[config.mk]
export PLATFORM = sky130hd
export DESIGN_NAME = lector_contador_flat
export DESIGN_NICKNAME = d
export VERILOG_FILES = /design/src/rtl/lector_contador_if.sv /design/src/rtl/lector_contador.sv /design/src/flat_wrapper.sv
export SDC_FILE = /design/constraint.sdc
export NUM_CORES = 1
export LEC_CHECK = 0
export CORE_ASPECT_RATIO = 1.1
export CORE_MARGIN = 1.5
export CORE_UTILIZATION = 41
export DETAILED_ROUTE_END_ITERATION = 8
export PLACE_DENSITY = 0.74
export SLEW_MARGIN = 5
export SYNTH_ARGS = -nofsm -noshare
export SYNTH_HDL_FRONTEND = slang
export SYNTH_SLANG_ARGS = --single-unit
[constraint.sdc]
create_clock -name clk -period 1.2 [get_ports clk]
set_clock_uncertainty 0.1 [all_clocks]
set_input_delay 0.24 -clock clk [delete_from_list [all_inputs] [get_ports clk]]
set_output_delay 0.24 -clock clk [all_outputs]
set_load 0.01 [all_outputs]
[src/rtl/lector_contador_if.sv]
// Request/response handshake between the counter reader and the contador stage.
// The reader drives req/idx; the contador stage answers with valid_contador/contador_out.
interface lector_contador_if;
   logic       req;
   logic [1:0] idx;
   logic       valid_contador;
   logic [4:0] contador_out;

   modport master (
      output req,
      output idx,
      input  valid_contador,
      input  contador_out
   );

   modport slave (
      input  req,
      input  idx,
      output valid_contador,
      output contador_out
   );
endinterface

[src/rtl/lector_contador.sv]
// Sequentially reads the pop counts of FIFOs 0..3 while IDLE is high and holds them.
// Define LECTOR_TIMEOUT_EN to add a 16-cycle response timeout that flags error.
module lector_contador (
   input  logic                      clk,
   input  logic                      reset,
   input  logic                      IDLE,
   lector_contador_if.master         bus,
   output logic [4:0]                cuenta_0,
   output logic [4:0]                cuenta_1,
   output logic [4:0]                cuenta_2,
   output logic [4:0]                cuenta_3,
   output logic                      done,
   output logic                      error
);

   typedef enum logic [1:0] {ESPERA, PEDIR, PAUSA, FIN} state_t;

   state_t     state_q, state_d;
   logic       req_q, req_d;
   logic [1:0] idx_q, idx_d;
   logic       done_q, done_d;
   logic [4:0] cuenta_q [4];
   logic [4:0] cuenta_d [4];
   logic       take;
   logic [4:0] take_val;

`ifdef LECTOR_TIMEOUT_EN
   logic       error_q, error_d;
   logic [3:0] tmo_q, tmo_d;
`endif

   always_comb begin
      state_d  = state_q;
      req_d    = req_q;
      idx_d    = idx_q;
      done_d   = done_q;
      cuenta_d = cuenta_q;
      take     = 1'b0;
      take_val = bus.contador_out;
`ifdef LECTOR_TIMEOUT_EN
      error_d  = error_q;
      tmo_d    = tmo_q;
`endif
      case (state_q)
         ESPERA: begin
            req_d  = 1'b0;
            done_d = 1'b0;
            if (IDLE) begin
               state_d = PEDIR;
               idx_d   = 2'd0;
               req_d   = 1'b1;
`ifdef LECTOR_TIMEOUT_EN
               error_d = 1'b0;
               tmo_d   = 4'd0;
`endif
            end
         end
         PEDIR: begin
            if (!IDLE) begin
               // Abort keeps whatever was already captured.
               state_d = ESPERA;
               req_d   = 1'b0;
               done_d  = 1'b0;
            end else begin
               if (bus.valid_contador) begin
                  take = 1'b1;
`ifdef LECTOR_TIMEOUT_EN
               end else if (tmo_q == 4'hF) begin
                  take     = 1'b1;
                  take_val = 5'h1F;
                  error_d  = 1'b1;
               end else begin
                  tmo_d = tmo_q + 4'd1;
`endif
               end
               if (take) begin
                  cuenta_d[idx_q] = take_val;
                  req_d           = 1'b0;
                  if (idx_q == 2'd3) begin
                     state_d = FIN;
                     done_d  = 1'b1;
                  end else begin
                     state_d = PAUSA;
                  end
               end
            end
         end
         PAUSA: begin
            if (!IDLE) begin
               state_d = ESPERA;
               req_d   = 1'b0;
               done_d  = 1'b0;
            end else begin
               state_d = PEDIR;
               idx_d   = idx_q + 2'd1;
               req_d   = 1'b1;
`ifdef LECTOR_TIMEOUT_EN
               tmo_d   = 4'd0;
`endif
            end
         end
         FIN: begin
            req_d  = 1'b0;
            done_d = IDLE;
            if (!IDLE) state_d = ESPERA;
         end
         default: begin
            state_d = ESPERA;
            req_d   = 1'b0;
            done_d  = 1'b0;
         end
      endcase
   end

   always_ff @(posedge clk) begin
      if (reset) begin
         state_q <= ESPERA;
         req_q   <= 1'b0;
         idx_q   <= 2'd0;
         done_q  <= 1'b0;
         for (int i = 0; i < 4; i++) cuenta_q[i] <= 5'd0;
`ifdef LECTOR_TIMEOUT_EN
         error_q <= 1'b0;
         tmo_q   <= 4'd0;
`endif
      end else begin
         state_q  <= state_d;
         req_q    <= req_d;
         idx_q    <= idx_d;
         done_q   <= done_d;
         cuenta_q <= cuenta_d;
`ifdef LECTOR_TIMEOUT_EN
         error_q  <= error_d;
         tmo_q    <= tmo_d;
`endif
      end
   end

   assign bus.req  = req_q;
   assign bus.idx  = idx_q;
   assign done     = done_q;
   assign cuenta_0 = cuenta_q[0];
   assign cuenta_1 = cuenta_q[1];
   assign cuenta_2 = cuenta_q[2];
   assign cuenta_3 = cuenta_q[3];
`ifdef LECTOR_TIMEOUT_EN
   assign error    = error_q;
`else
   assign error    = 1'b0;
`endif

endmodule

[src/flat_wrapper.sv]
// flat-port wrapper written by rule: the top's interface ports become plain ports
module lector_contador_flat 
  (clk, reset, IDLE, cuenta_0, cuenta_1, cuenta_2, cuenta_3, done, error, bus_req, bus_idx, bus_valid_contador, bus_contador_out);
  lector_contador_if bus_i ();
  input  logic clk;
  input  logic reset;
  input  logic IDLE;
  output logic [4:0] cuenta_0;
  output logic [4:0] cuenta_1;
  output logic [4:0] cuenta_2;
  output logic [4:0] cuenta_3;
  output logic done;
  output logic error;
  output wire logic [$bits(bus_i.req)-1:0] bus_req;
  output wire logic [$bits(bus_i.idx)-1:0] bus_idx;
  input wire logic [$bits(bus_i.valid_contador)-1:0] bus_valid_contador;
  input wire logic [$bits(bus_i.contador_out)-1:0] bus_contador_out;
  assign bus_req = bus_i.req;
  assign bus_idx = bus_i.idx;
  assign bus_i.valid_contador = bus_valid_contador;
  assign bus_i.contador_out = bus_contador_out;
  lector_contador u_core (.clk(clk), .reset(reset), .IDLE(IDLE), .bus(bus_i), .cuenta_0(cuenta_0), .cuenta_1(cuenta_1), .cuenta_2(cuenta_2), .cuenta_3(cuenta_3), .done(done), .error(error));
endmodule
==> reports/results.ini <==
[outcome]
status = finished with violations
violations = setup timing

[global_route]
use_met1_pct = 19.2
grt_pass1_vias = 863
antenna_found_initial = 0
grt_busiest_layer = met2
grtUsageMet3_pct = 5.41
grt_pass1_wl_um = 3770
grt_util_met2_pct = 29.1
overflow = 0
grt_start_max_net_pins = 29
grt_usage_pct = 16.5

[sta]
setup_viol = 16
timing.setup.tns_ns = -0.257
slew_violations = 0
rsz0062_at_grt = true
fin_crit_sh_pct = 103
whs_ns = 0.347
max_freq_mhz = 811
post-route-min-period_ns = 1.23
timing.final.ws_setup_ns = -0.0334
report.final.hold_viol_count = 0

[clock_network]
cts.path.max_buffers = 2
htreeDepth = 1
clk_pin_slew_ns = 0.13
insertion_delay_ns = 0.32
cts_tree = yes
hold_buffers = 0
cts_root_buf = clkbuf_4
clock-sinks = 26
cts_buffers = 3

[logic_synthesis]
synthCells = 108
syn-num-nets = 121
seq_area_frac_synth_pct = 46.3
netlist_area_mm2 = 0.00112
avgSynthCellArea_um2 = 10.4
synth_cell_types = 20
ys.warnings.count = 0
ys_ff_latch = 26

[place]
io_buffers = 32
hpwlAfterDp_um = 1660
gp_congestion = 0.738
preCtsSetupSlack_ns = -0.439

[routing]
ant_nets = 0
wl_um = 2330
drc = 0
via_per_inst = 4.86
wire_per_inst_um = 13.0
vias = 875
drt_pass1_iterations = 3
drtIter0Drc = 7

[floorplanning]
io_pins = 34
fp.dieW_um = 52.9
num_rows = 19
core_area_mm2 = 0.00254
start_util_pct = 44.2
fp.dieH_um = 57.9
die_area_mm2 = 0.00307

[worst_setup_path]
end_kind = flip-flop
crit_required_ns = 1.36
critPathArrivalTime_ns = 1.39
worst-setup-path-type = flip-flop to flip-flop
worstSetupStartpointType = flip-flop
critPathMaxFanout = 5

[layout]
fin_nets = 163
layout-drive-gt1-share_pct = 51.0
area_growth_pct = 37.2
antenna_cells = 0

[pwr]
ir_worst_vdd_v = 0.00112
power_density_mw_per_mm2 = 1030
leakage_uw = 0.000776

[run]
cap_viol_max_count = 0

[min_path]
hold_class = primary input to flip-flop

## area by class of cell
| type | count | area [um^2] |
|---|---|---|
| Tap cell | 31 | 38.8 |
| Fill cell | 202 | 1000 |
| Sequential cell | 26 | 556 |
| Multi-Input combinational cell | 74 | 589 |
| Inverter | 2 | 10.0 |
| Clock buffer | 3 | 22.5 |
| Timing Repair Buffer | 43 | 297 |
| Clock inverter | 1 | 30.0 |
## power breakdown
part / switching, uW / leakage [uW] / internal [uW]
sequential: 4.30 / 0.000223 / 870
clock: 258 / 0.0000279 / 338
combinational: 54.0 / 0.000525 / 67.1
total: 316 / 0.000776 / 1270
## worst paths after layout
kind,from,endpoint,slack (ns),depth (start not counted)
min,bus_valid_contador,u_core.bus.req,0.35,5
max,u_core.state_q[1],u_core.cuenta_3[1],-0.03,3
max reg2reg,u_core.state_q[1],u_core.cuenta_3[1],-0.03,3
min reg2reg,u_core.bus.req,u_core.bus.req,0.36,2
## kinds of logic (layout without fill, tap and decap cells)
logic type | count (synthesis) | count (layout) | share of synthesized area [%]
multiplexers | 20 | 20 | 17.8
buffers and inverters | 8 | 49 | 4.34
AND/OR/NAND/NOR | 44 | 44 | 24.4
AO/OA/AOI/OAI | 5 | 5 | 2.45
flip-flops | 26 | 26 | 46.3
other | 1 | 1 | 0.333
adder cells (fa/ha/maj) | 4 | 4 | 4.45
## metrics by stage
step / util [%] / instance area (um^2) / std cells / total power (uW)
after floorplan: - / 1130 / 108 / 957
after global placement: 59.7 / 1520 / 173 / 1020
after detailed placement: 59.7 / 1520 / 173 / 1020
after CTS: 60.1 / 1530 / 180 / 1610
after global routing: 60.6 / 1540 / 180 / 1650
final: 60.6 / 1540 / 180 / 1590
## cells in the mapped netlist
cell type / number / share of area [%]
nand2_1: 3 / 1.0
a21oi_1: 4 / 1.8
nand2_2: 3 / 1.7
nand2b_1: 27 / 15
nor3b_1: 1 / 0.67
nor3_1: 1 / 0.44
and2_4: 1 / 0.78
buf_4: 1 / 0.67
dfxtp_1: 26 / 46
clkbuf_1: 3 / 1.0
nor4bb_1: 2 / 1.8
nand4b_1: 1 / 0.78
a21o_1: 1 / 0.67
and4b_1: 1 / 0.89
mux2i_1: 20 / 18
nor2_1: 4 / 1.3
inv_1: 2 / 0.67
buf_6: 2 / 2.0
ha_1: 4 / 4.4
conb_1: 1 / 0.33
## metal layers
metal	up-vias	part of all wire, %
li1	437	-
met1	413	42
met2	23	51
met3	2	6.2
met4	0	0.56
met5	-	0
## critical path: stages, from the launching register on
cell,delay (ns)
dfxtp_2,0.34
and4b_2,0.36
and2_4,0.20
mux2i_1,0.17
## cells in the final DEF (no fill, tap or decap), drive strengths merged
cell,n
nor3,1
conb,1
nor4bb,2
nor3b,1
nand4b,1
inv,2
nand2,6
clkbuf,3
mux2i,20
a21o,1
ha,4
nand2b,27
clkdlybuf4s50,6
and4b,1
a21oi,4
buf,35
nor2,4
bufinv,1
dfxtp,26
and2,1
dlygate4sd2,2
## repair_timing
item | in CTS | in global routing
setup endpoints to repair | 47 | 20
pin swaps | 6 | 4
gates cloned | 0 | 0
setup buffers | 3 | 0
resized for setup | 130 | 4
## flip-flops by register name, indices dropped and copies added (netlist names)
name and count:
u_core.cuenta_1 5, u_core.done 1, u_core.cuenta_2 5, u_core.bus.idx 2, u_core.cuenta_3 5, u_core.cuenta_0 5
u_core.state_q 2, u_core.bus.req 1
Power figures use the tool's default switching activity.
